File: config.mk
export PLATFORM = sky130hd
export DESIGN_NAME = id_ex_stage_reg_flat
export DESIGN_NICKNAME = d
export VERILOG_FILES = /design/src/rtl/id_ex_stage_reg_if.sv /design/src/rtl/id_ex_stage_reg.sv /design/src/flat_wrapper.sv
export SDC_FILE = /design/constraint.sdc
export NUM_CORES = 1
export LEC_CHECK = 0
export ABC_AREA = 1
export CORE_MARGIN = 2
export CORE_UTILIZATION = 40
export CTS_CLUSTER_SIZE = 30
export DETAILED_ROUTE_END_ITERATION = 10
export GPL_ROUTABILITY_DRIVEN = 0
export GPL_TIMING_DRIVEN = 0
export PLACE_DENSITY = 0.78
export SLEW_MARGIN = 25
export SYNTH_ARGS = -nofsm -noshare
export SYNTH_HDL_FRONTEND = slang
export SYNTH_SLANG_ARGS = --single-unit
File: constraint.sdc
create_clock -name clk -period 3.88 [get_ports clk]
set_input_delay 0.776 -clock clk [delete_from_list [all_inputs] [get_ports clk]]
set_output_delay 0.776 -clock clk [all_outputs]
set_load 0.02 [all_outputs]
File: src/rtl/id_ex_stage_reg_if.sv
// rtl/id_ex_stage_reg_if.sv - ID/EX stage bus: decoded fields, register-file reads, WB port, EX outputs
interface id_ex_stage_reg_if #(
  parameter int DATA_W  = 32,
  parameter int RADDR_W = 5,
  parameter int CTRL_W  = 16,
  parameter int CNT_W   = 16
);
  // ID-side decoded instruction
  logic               id_valid;
  logic [DATA_W-1:0]  id_pc;
  logic [RADDR_W-1:0] id_rs;
  logic [RADDR_W-1:0] id_rt;
  logic [RADDR_W-1:0] id_dst;
  logic               id_reg_write;
  logic [DATA_W-1:0]  id_imm;
  logic [CTRL_W-1:0]  id_ctrl;

  // register-file read data for id_rs / id_rt
  logic [DATA_W-1:0]  rf_rdata1;
  logic [DATA_W-1:0]  rf_rdata2;

  // WB write port, committed by the register file at the clock edge
  logic               wb_reg_write;
  logic [RADDR_W-1:0] wb_waddr;
  logic [DATA_W-1:0]  wb_wdata;

  // EX-side registered outputs
  logic               ex_valid;
  logic [DATA_W-1:0]  ex_pc;
  logic [DATA_W-1:0]  ex_imm;
  logic [RADDR_W-1:0] ex_rs;
  logic [RADDR_W-1:0] ex_rt;
  logic [RADDR_W-1:0] ex_dst;
  logic               ex_reg_write;
  logic [CTRL_W-1:0]  ex_ctrl;
  logic [DATA_W-1:0]  ex_rs_data;
  logic [DATA_W-1:0]  ex_rt_data;
  logic [CNT_W-1:0]   bubble_cnt;

  modport master (
    output id_valid, id_pc, id_rs, id_rt, id_dst, id_reg_write, id_imm, id_ctrl,
    output rf_rdata1, rf_rdata2,
    output wb_reg_write, wb_waddr, wb_wdata,
    input  ex_valid, ex_pc, ex_imm, ex_rs, ex_rt, ex_dst, ex_reg_write, ex_ctrl,
    input  ex_rs_data, ex_rt_data, bubble_cnt
  );

  modport slave (
    input  id_valid, id_pc, id_rs, id_rt, id_dst, id_reg_write, id_imm, id_ctrl,
    input  rf_rdata1, rf_rdata2,
    input  wb_reg_write, wb_waddr, wb_wdata,
    output ex_valid, ex_pc, ex_imm, ex_rs, ex_rt, ex_dst, ex_reg_write, ex_ctrl,
    output ex_rs_data, ex_rt_data, bubble_cnt
  );
endinterface

File: src/rtl/id_ex_stage_reg.sv
// rtl/id_ex_stage_reg.sv - ID->EX pipeline register with stall, flush, WB bypass and bubble counter
module id_ex_stage_reg #(
  parameter int DATA_W  = 32,
  parameter int RADDR_W = 5,
  parameter int CTRL_W  = 16,
  parameter int CNT_W   = 16
) (
  input  logic                    clk,
  input  logic                    reset,
  input  logic                    stall,
  input  logic                    flush,
  id_ex_stage_reg_if.slave        bus
);

  logic               ex_valid_q,     ex_valid_d;
  logic [DATA_W-1:0]  ex_pc_q,        ex_pc_d;
  logic [DATA_W-1:0]  ex_imm_q,       ex_imm_d;
  logic [RADDR_W-1:0] ex_rs_q,        ex_rs_d;
  logic [RADDR_W-1:0] ex_rt_q,        ex_rt_d;
  logic [RADDR_W-1:0] ex_dst_q,       ex_dst_d;
  logic               ex_reg_write_q, ex_reg_write_d;
  logic [CTRL_W-1:0]  ex_ctrl_q,      ex_ctrl_d;
  logic [DATA_W-1:0]  ex_rs_data_q,   ex_rs_data_d;
  logic [DATA_W-1:0]  ex_rt_data_q,   ex_rt_data_d;
  logic [CNT_W-1:0]   bubble_cnt_q,   bubble_cnt_d;

  logic               load_bubble;
  logic               bypass_rs;
  logic               bypass_rt;
  logic               refresh_rs;
  logic               refresh_rt;

  // Decide the action for this edge and whether WB data must replace a register-file operand
  always_comb begin
    load_bubble = flush || (!stall && !bus.id_valid);
    // The register file commits WB only at the edge, so its read data is one write behind
    bypass_rs   = bus.wb_reg_write && (bus.wb_waddr == bus.id_rs) && (bus.id_rs != '0);
    bypass_rt   = bus.wb_reg_write && (bus.wb_waddr == bus.id_rt) && (bus.id_rt != '0);
    // A WB commit during a hold would otherwise leave a stale operand in EX
    refresh_rs  = ex_valid_q && bus.wb_reg_write && (bus.wb_waddr == ex_rs_q) && (ex_rs_q != '0);
    refresh_rt  = ex_valid_q && bus.wb_reg_write && (bus.wb_waddr == ex_rt_q) && (ex_rt_q != '0);
  end

  // Next-state for every EX field: flush/bubble > stall (hold + refresh) > load
  always_comb begin
    ex_valid_d     = ex_valid_q;
    ex_pc_d        = ex_pc_q;
    ex_imm_d       = ex_imm_q;
    ex_rs_d        = ex_rs_q;
    ex_rt_d        = ex_rt_q;
    ex_dst_d       = ex_dst_q;
    ex_reg_write_d = ex_reg_write_q;
    ex_ctrl_d      = ex_ctrl_q;
    ex_rs_data_d   = ex_rs_data_q;
    ex_rt_data_d   = ex_rt_data_q;
    bubble_cnt_d   = bubble_cnt_q;

    if (load_bubble) begin
      ex_valid_d     = 1'b0;
      ex_pc_d        = '0;
      ex_imm_d       = '0;
      ex_rs_d        = '0;
      ex_rt_d        = '0;
      ex_dst_d       = '0;
      ex_reg_write_d = 1'b0;
      ex_ctrl_d      = '0;
      ex_rs_data_d   = '0;
      ex_rt_data_d   = '0;
      // Saturate rather than wrap so a long idle period never reads back as few bubbles
      if (bubble_cnt_q != {CNT_W{1'b1}}) begin
        bubble_cnt_d = bubble_cnt_q + 1'b1;
      end
    end else if (stall) begin
      if (refresh_rs) begin
        ex_rs_data_d = bus.wb_wdata;
      end
      if (refresh_rt) begin
        ex_rt_data_d = bus.wb_wdata;
      end
    end else begin
      ex_valid_d     = 1'b1;
      ex_pc_d        = bus.id_pc;
      ex_imm_d       = bus.id_imm;
      ex_rs_d        = bus.id_rs;
      ex_rt_d        = bus.id_rt;
      ex_dst_d       = bus.id_dst;
      ex_reg_write_d = bus.id_reg_write;
      ex_ctrl_d      = bus.id_ctrl;
      ex_rs_data_d   = bypass_rs ? bus.wb_wdata : bus.rf_rdata1;
      ex_rt_data_d   = bypass_rt ? bus.wb_wdata : bus.rf_rdata2;
    end
  end

  // EX state register, cleared asynchronously
  always_ff @(posedge clk or negedge reset) begin
    if (!reset) begin
      ex_valid_q     <= 1'b0;
      ex_pc_q        <= '0;
      ex_imm_q       <= '0;
      ex_rs_q        <= '0;
      ex_rt_q        <= '0;
      ex_dst_q       <= '0;
      ex_reg_write_q <= 1'b0;
      ex_ctrl_q      <= '0;
      ex_rs_data_q   <= '0;
      ex_rt_data_q   <= '0;
      bubble_cnt_q   <= '0;
    end else begin
      ex_valid_q     <= ex_valid_d;
      ex_pc_q        <= ex_pc_d;
      ex_imm_q       <= ex_imm_d;
      ex_rs_q        <= ex_rs_d;
      ex_rt_q        <= ex_rt_d;
      ex_dst_q       <= ex_dst_d;
      ex_reg_write_q <= ex_reg_write_d;
      ex_ctrl_q      <= ex_ctrl_d;
      ex_rs_data_q   <= ex_rs_data_d;
      ex_rt_data_q   <= ex_rt_data_d;
      bubble_cnt_q   <= bubble_cnt_d;
    end
  end

  // Outputs come straight from flops; no input reaches an output combinationally
  always_comb begin
    bus.ex_valid     = ex_valid_q;
    bus.ex_pc        = ex_pc_q;
    bus.ex_imm       = ex_imm_q;
    bus.ex_rs        = ex_rs_q;
    bus.ex_rt        = ex_rt_q;
    bus.ex_dst       = ex_dst_q;
    bus.ex_reg_write = ex_reg_write_q;
    bus.ex_ctrl      = ex_ctrl_q;
    bus.ex_rs_data   = ex_rs_data_q;
    bus.ex_rt_data   = ex_rt_data_q;
    bus.bubble_cnt   = bubble_cnt_q;
  end

endmodule
File: src/flat_wrapper.sv
// flat-port wrapper written by rule: the top's interface ports become plain ports
module id_ex_stage_reg_flat 
#(
  parameter int DATA_W  = 32,
  parameter int RADDR_W = 5,
  parameter int CTRL_W  = 16,
  parameter int CNT_W   = 16
)
  (clk, reset, stall, flush, bus_id_valid, bus_id_pc, bus_id_rs, bus_id_rt, bus_id_dst, bus_id_reg_write, bus_id_imm, bus_id_ctrl, bus_rf_rdata1, bus_rf_rdata2, bus_wb_reg_write, bus_wb_waddr, bus_wb_wdata, bus_ex_valid, bus_ex_pc, bus_ex_imm, bus_ex_rs, bus_ex_rt, bus_ex_dst, bus_ex_reg_write, bus_ex_ctrl, bus_ex_rs_data, bus_ex_rt_data, bus_bubble_cnt);
  id_ex_stage_reg_if #(.DATA_W(DATA_W), .RADDR_W(RADDR_W), .CTRL_W(CTRL_W), .CNT_W(CNT_W)) bus_i ();
  input  logic clk;
  input  logic reset;
  input  logic stall;
  input  logic flush;
  input wire logic [$bits(bus_i.id_valid)-1:0] bus_id_valid;
  input wire logic [$bits(bus_i.id_pc)-1:0] bus_id_pc;
  input wire logic [$bits(bus_i.id_rs)-1:0] bus_id_rs;
  input wire logic [$bits(bus_i.id_rt)-1:0] bus_id_rt;
  input wire logic [$bits(bus_i.id_dst)-1:0] bus_id_dst;
  input wire logic [$bits(bus_i.id_reg_write)-1:0] bus_id_reg_write;
  input wire logic [$bits(bus_i.id_imm)-1:0] bus_id_imm;
  input wire logic [$bits(bus_i.id_ctrl)-1:0] bus_id_ctrl;
  input wire logic [$bits(bus_i.rf_rdata1)-1:0] bus_rf_rdata1;
  input wire logic [$bits(bus_i.rf_rdata2)-1:0] bus_rf_rdata2;
  input wire logic [$bits(bus_i.wb_reg_write)-1:0] bus_wb_reg_write;
  input wire logic [$bits(bus_i.wb_waddr)-1:0] bus_wb_waddr;
  input wire logic [$bits(bus_i.wb_wdata)-1:0] bus_wb_wdata;
  output wire logic [$bits(bus_i.ex_valid)-1:0] bus_ex_valid;
  output wire logic [$bits(bus_i.ex_pc)-1:0] bus_ex_pc;
  output wire logic [$bits(bus_i.ex_imm)-1:0] bus_ex_imm;
  output wire logic [$bits(bus_i.ex_rs)-1:0] bus_ex_rs;
  output wire logic [$bits(bus_i.ex_rt)-1:0] bus_ex_rt;
  output wire logic [$bits(bus_i.ex_dst)-1:0] bus_ex_dst;
  output wire logic [$bits(bus_i.ex_reg_write)-1:0] bus_ex_reg_write;
  output wire logic [$bits(bus_i.ex_ctrl)-1:0] bus_ex_ctrl;
  output wire logic [$bits(bus_i.ex_rs_data)-1:0] bus_ex_rs_data;
  output wire logic [$bits(bus_i.ex_rt_data)-1:0] bus_ex_rt_data;
  output wire logic [$bits(bus_i.bubble_cnt)-1:0] bus_bubble_cnt;
  assign bus_i.id_valid = bus_id_valid;
  assign bus_i.id_pc = bus_id_pc;
  assign bus_i.id_rs = bus_id_rs;
  assign bus_i.id_rt = bus_id_rt;
  assign bus_i.id_dst = bus_id_dst;
  assign bus_i.id_reg_write = bus_id_reg_write;
  assign bus_i.id_imm = bus_id_imm;
  assign bus_i.id_ctrl = bus_id_ctrl;
  assign bus_i.rf_rdata1 = bus_rf_rdata1;
  assign bus_i.rf_rdata2 = bus_rf_rdata2;
  assign bus_i.wb_reg_write = bus_wb_reg_write;
  assign bus_i.wb_waddr = bus_wb_waddr;
  assign bus_i.wb_wdata = bus_wb_wdata;
  assign bus_ex_valid = bus_i.ex_valid;
  assign bus_ex_pc = bus_i.ex_pc;
  assign bus_ex_imm = bus_i.ex_imm;
  assign bus_ex_rs = bus_i.ex_rs;
  assign bus_ex_rt = bus_i.ex_rt;
  assign bus_ex_dst = bus_i.ex_dst;
  assign bus_ex_reg_write = bus_i.ex_reg_write;
  assign bus_ex_ctrl = bus_i.ex_ctrl;
  assign bus_ex_rs_data = bus_i.ex_rs_data;
  assign bus_ex_rt_data = bus_i.ex_rt_data;
  assign bus_bubble_cnt = bus_i.bubble_cnt;
  id_ex_stage_reg #(.DATA_W(DATA_W), .RADDR_W(RADDR_W), .CTRL_W(CTRL_W), .CNT_W(CNT_W)) u_core (.clk(clk), .reset(reset), .stall(stall), .flush(flush), .bus(bus_i));
endmodule
==> impl_metrics.env <==
export IMPL_yosys_top_cells_count="nand2_1 (442), dfrtp_1 (177), nand3_1 (159)"
export IMPL_cts_resized=0
export IMPL_max_freq_mhz=355
export IMPL_rsz0062_at_grt="false"
export IMPL_clk_latency_ns=0.43
export IMPL_wl_per_cell_um=16.8
export IMPL_fin_crit_sh_pct=72.6
export IMPL_power_density_nw_per_um2=373
export IMPL_initial_core_util_pct=41.0
export IMPL_synthArstFlopShare_pct=100
export IMPL_cts_setup_buffers=0
export IMPL_crit_chain="clkdlybuf4s50_1, nor2_1, nor2_4, inv_2, nor2_4, inv_2, a31oi_2, buf_2, nand2_1, nand2_1"
export IMPL_first_global_vias=8499
export IMPL_tightest_slew_ns=0.599
export IMPL_cp_required_ns=4.24
export IMPL_root_buffer="clkbuf_16"
export IMPL_fp_dieH_um=149
export IMPL_critical_path_top_delay_family="buffers and inverters"
export IMPL_setup_viol=0
export IMPL_vias_per_cell=4.93
export IMPL_synth_seq_area_share_pct=52.9
export IMPL_cpPeakStageDelay_ns=0.58
export IMPL_grt_pass1_wl_um=45400
export IMPL_yosys_area_top_type="dfrtp_1"
export IMPL_post_dp_cell_area_um2=12600
export IMPL_cts_buffers=17
export IMPL_status="finished clean"
export IMPL_critical_path_buf_inv_count=4
export IMPL_hold_buffers=0
export IMPL_cts_tree="built"
export IMPL_syn_cell_area_um2=8380
export IMPL_crit_start="stall"
export IMPL_track_usage_pct=26.5
export IMPL_cts_max_path_buffers=2
export IMPL_skew_ns=0.0109
export IMPL_synthMostInstantiatedCell="nand2_1"
export IMPL_postLayoutCellArea_um2=13200
export IMPL_critPathLaunchType="input pin"
export IMPL_path_class="input pin to flop"
export IMPL_synth_edf_count=0
export IMPL_hold_viol=0
export IMPL_netlist_area_leader_share_pct=52.9
export IMPL_routed_wl_um=29200
export IMPL_drtAntennaViolNets=0
export IMPL_die_area_um2=22100
export IMPL_slew_headroom_pct=60.1
export IMPL_die_w_um=149
export IMPL_slowest_stage="clkdlybuf4s50_1"
export IMPL_first_pass_iters=5
export IMPL_htreeDepth=4
export IMPL_syn_area_per_cell_um2=7.92
export IMPL_hpwl_um=22200
export IMPL_grt_max_degree=89
export IMPL_clkSlewWorstSetupHoldPaths_ns=0.08
export IMPL_cap_violations=0
export IMPL_postSynthCellCount=1058
export IMPL_cp_max_fo=10
export IMPL_overflow=0
export IMPL_nNetsFinal=1662
export IMPL_final_cells=1743
export IMPL_layout_drive_gt1_share_pct=3.94
export IMPL_drt_iter0_drc=461
export IMPL_hold_path_class="input pin to async pin"
export IMPL_antenna_found_initial=1
export IMPL_ys_ff_latch=177
export IMPL_synth_nets=1262
export IMPL_route_vias_total=8592
export IMPL_p_leak_nw=6.41
export IMPL_r2r_start="u_core.bus.ex_rs[1]"
export IMPL_port_buffer_count=379
export IMPL_yosys_warnings=0
export IMPL_drc=0
export IMPL_holdWs_ns=0.165
export IMPL_yosysUniqueCellTypes=21
export IMPL_arrival_ns=3.17
export IMPL_io_pins=380
export IMPL_cp_end_kind="flop"
export IMPL_dp_cells=1709
export IMPL_rows=52
export IMPL_drv_slew=0
export IMPL_layout_min_cycle_time_ns=2.82
export IMPL_syn_to_final_growth_pct=57.2
export IMPL_synth_ff_type="dfrtp_1"
export IMPL_synth_area_leaders="dfrtp_1 (53%), nand2_1 (20%), nand3_1 (9.5%), nand3b_1 (5.8%), inv_1 (3.1%)"
export IMPL_irDropWorstVdd_mv=0.268
export IMPL_fp_coreArea_um2=20400
export IMPL_clock_sinks=177
-- final cells by class --
type                            instances  area (um^2)
Antenna cell                            2         5.00
Buffer                                 60          246
Clock buffer                           18          439
Clock inverter                         14          161
Fill cell                            1783         7250
Inverter                               73          274
Multi-Input combinational cell        748         3430
Sequential cell                       177         4430
Tap cell                              270          338
Timing Repair Buffer                  381         3850
-- layout by cell type (no fill, tap or decap), types with 8 or more instances in the layout --
cell | synthesis | layout
clkbuf_1 | 29 | 29
buf_2 | 17 | 17
nand3b_1 | 65 | 65
nand2_1 | 442 | 442
clkdlybuf4s50_1 | 0 | 378
dfrtp_1 | 177 | 177
inv_1 | 69 | 69
o21ai_0 | 15 | 15
buf_1 | 14 | 14
nand3_1 | 159 | 159
clkbuf_16 | 0 | 17
xor2_1 | 12 | 12
o22ai_1 | 8 | 8
nor2_1 | 24 | 24
-- worst register-to-register path: stages (launching register included) --
cell and delay, ns:
dfrtp_1 0.38, inv_1 0.06, nand2_1 0.05, nand2_1 0.05, nor2_1 0.14, nand4_1 0.15, a21oi_1 0.47, clkbuf_1 0.44
nand3_1 0.17, nand2_1 0.10
-- through the flow --
step / utilization [%] / setup TNS [ns] / setup slack (ns) / total power, mW
detailed placement: 61.5 / 0 / 0.555 / 3.20
floorplan: - / 0 / 2.01 / 2.56
global placement: 61.2 / -976.01 / -5.54 / 3.18
global route: 64.5 / 0 / 0.827 / 5.15
finish: 64.5 / 0 / 1.06 / 4.92
CTS: 64.5 / 0 / 0.997 / 4.96
-- final timing paths --
path	end	slack, ns	cells past startpoint
max in group asynchronous	u_core.bus.ex_rt[0]	3.01	2
hold reg to reg	u_core.bus.ex_pc[8]	0.47	2
hold / removal	u_core.bus.ex_rs_data[6]	0.16	1
setup reg to reg	u_core.bus.ex_rs_data[0]	1.79	9
min in group clk	u_core.bus.ex_pc[8]	0.47	2
setup / recovery	u_core.bus.ex_rt_data[3]	1.06	10
-- registers in the layout (all words and copies together), names as in the netlist, 5 cells and up --
signal                 flops
u_core.bus.ex_imm         32
u_core.bus.ex_pc          32
u_core.bus.ex_rs_data     32
u_core.bus.ex_rt_data     32
u_core.bus.bubble_cnt     16
u_core.bus.ex_ctrl        16
u_core.bus.ex_dst          5
u_core.bus.ex_rs           5
u_core.bus.ex_rt           5
-- power breakdown --
group / switching [mW] / leakage [nW] / internal, mW / total, mW
sequential: 0.103 / 2.36 / 1.97 / 2.07
combinational: 0.562 / 3.75 / 0.529 / 1.09
clock: 0.819 / 0.294 / 0.937 / 1.76
-- layer usage --
layer  up-vias  global-route usage (%)  share of wire (%)
met5         -                       0                  0
met4         0                    12.0                3.8
met3        63                    7.95                9.2
met2       383                    43.6                 48
met1      3980                    32.2                 39
li1       4166                       -                  -
-- cell families after synthesis --
family	Yosys count	share of synthesized area, %
compound gates	26	1.76
xor+xnor	17	1.78
fa+ha+maj	1	0.149
buf+inv	133	6.21
flops	177	52.9
simple gates	704	37.2
Note: power is estimated with default switching activity, not from simulation.
==> variant: new RTL, same flow settings <==
`CTRL_W` is set to 16 in 3 places; all go to 32.
--- a/src/rtl/id_ex_stage_reg_if.sv
+++ b/src/rtl/id_ex_stage_reg_if.sv
@@ -2,7 +2,7 @@
 interface id_ex_stage_reg_if #(
   parameter int DATA_W  = 32,
   parameter int RADDR_W = 5,
-  parameter int CTRL_W  = 16,
+  parameter int CTRL_W  = 32,
   parameter int CNT_W   = 16
 );
   // ID-side decoded instruction
--- a/src/rtl/id_ex_stage_reg.sv
+++ b/src/rtl/id_ex_stage_reg.sv
@@ -2,7 +2,7 @@
 module id_ex_stage_reg #(
   parameter int DATA_W  = 32,
   parameter int RADDR_W = 5,
-  parameter int CTRL_W  = 16,
+  parameter int CTRL_W  = 32,
   parameter int CNT_W   = 16
 ) (
   input  logic                    clk,
--- a/src/flat_wrapper.sv
+++ b/src/flat_wrapper.sv
@@ -3,7 +3,7 @@
 #(
   parameter int DATA_W  = 32,
   parameter int RADDR_W = 5,
-  parameter int CTRL_W  = 16,
+  parameter int CTRL_W  = 32,
   parameter int CNT_W   = 16
 )
   (clk, reset, stall, flush, bus_id_valid, bus_id_pc, bus_id_rs, bus_id_rt, bus_id_dst, bus_id_reg_write, bus_id_imm, bus_id_ctrl, bus_rf_rdata1, bus_rf_rdata2, bus_wb_reg_write, bus_wb_waddr, bus_wb_wdata, bus_ex_valid, bus_ex_pc, bus_ex_imm, bus_ex_rs, bus_ex_rt, bus_ex_dst, bus_ex_reg_write, bus_ex_ctrl, bus_ex_rs_data, bus_ex_rt_data, bus_bubble_cnt);
Ports: changed (resized bus_ex_ctrl and bus_id_ctrl); port bits go from 380 to 412. No check against the original RTL was run, so the function may have changed too.
==> variant against the original RTL <==
- count of clock-buffer cells in the layout unchanged
- cell area up 7.0%
- cell count grew 6.1%
- synthesized area grew 7.4%
- routed wire length increased by 12%
- worst setup slack got worse by 23 ps
- worst hold slack improved by 55 ps
- sequential cell count up 16
- total power grew 4.9%
- sequential share of layout area rose by 0.66 points
- core utilization fell by 0.32 points
==> variant: results (changes against the original RTL) <==
metric;value;unit;change
status;completed;;
drt_iter0_markers;550;;+19%
synth.distinct_cells;23;;+9.5%
hpwlAfterDp;24700;um;+11%
syn_inst;1124;;+6.2%
grt_pass1_vias;9360;;+10%
place_inst;1816;;+6.3%
fin_nets;1775;;+6.8%
ys_seq_elements;193;;+9.0%
synth_xor_area_share;1.75;%;-0.026 points
drive_gt1_share;4.21;%;+0.27 points
grt_util_all_layers;27.2;%;+0.73 points
clock_cell_area_share;4.05;%;-0.51 points
rrSetupSlack;1810;ps;+20 ps
slew_headroom;50.2;%;-9.8 points
synth_fp_nets;1344;;+6.5%
n_all_buffers;478;;+8.4%
synth-seq-area-share;53.6;%;+0.79 points
antenna_found_initial;2;;+1
grt_pass1_wl;50500;um;+11%
arrival;3200;ps;+30 ps
n_all_inverters;71;;-2.7%
grt_util_met1;31.5;%;-0.64 points
stdcell_count;1850;;+6.1%
drt_wl_total;32700;um;+12%
multi_input_area_share;25.7;%;-0.32 points
whs;220;ps;+55.0 ps
## variant: worst paths after layout
| path | from | end | cells past startpoint |
|---|---|---|---|
| min in group clk | u_core.bus.ex_ctrl[25] | u_core.bus.ex_ctrl[25] | 2 |
| min | reset | u_core.bus.ex_rt_data[23] | 1 |
| max | stall | u_core.bus.ex_rt_data[27] | 10 |
| max reg2reg | u_core.bus.ex_valid | u_core.bus.ex_rt_data[15] | 9 |
| min reg2reg | u_core.bus.ex_ctrl[25] | u_core.bus.ex_ctrl[25] | 2 |
| max in group asynchronous | reset | u_core.bus.ex_pc[23] | 3 |
## variant: metal layers
metal	part of all wire [%]	up-vias
met5	0	-
met2	50	436
met3	8.4	58
met4	3.2	0
li1	-	4432
met1	38	4387
## variant: cell families (layout without fill, tap and decap cells)
kind of cell / after synthesis / after routing
AND/OR/NAND/NOR: 749 / 749
buffers and inverters: 137 / 581
AO/OA/AOI/OAI: 26 / 26
other: 0 / 2
adder cells (fa/ha/maj): 1 / 1
flip-flops: 193 / 193
XOR/XNOR: 18 / 18
## variant: through the flow
stage | cell area (sq um) | setup slack [ps] | power, mW
2_1_floorplan | 9000 | 1910 | 2.77
3_3_place_gp | 13500 | -6320 | 3.43
3_5_place_dp | 13500 | 588 | 3.45
4_1_cts | 14100 | 990 | 5.20
5_1_grt | 14100 | 845 | 5.39
6_report | 14100 | 1040 | 5.16
## variant: power groups by stage
stage	logic [mW]	clock network [mW]	registers (mW)
2_1_floorplan	0.332	0	2.44
3_5_place_dp	1.17	0	2.28
5_1_grt	1.26	1.86	2.27
4_1_cts	1.18	1.78	2.25
3_3_place_gp	1.15	0	2.28
6_report	1.17	1.74	2.25
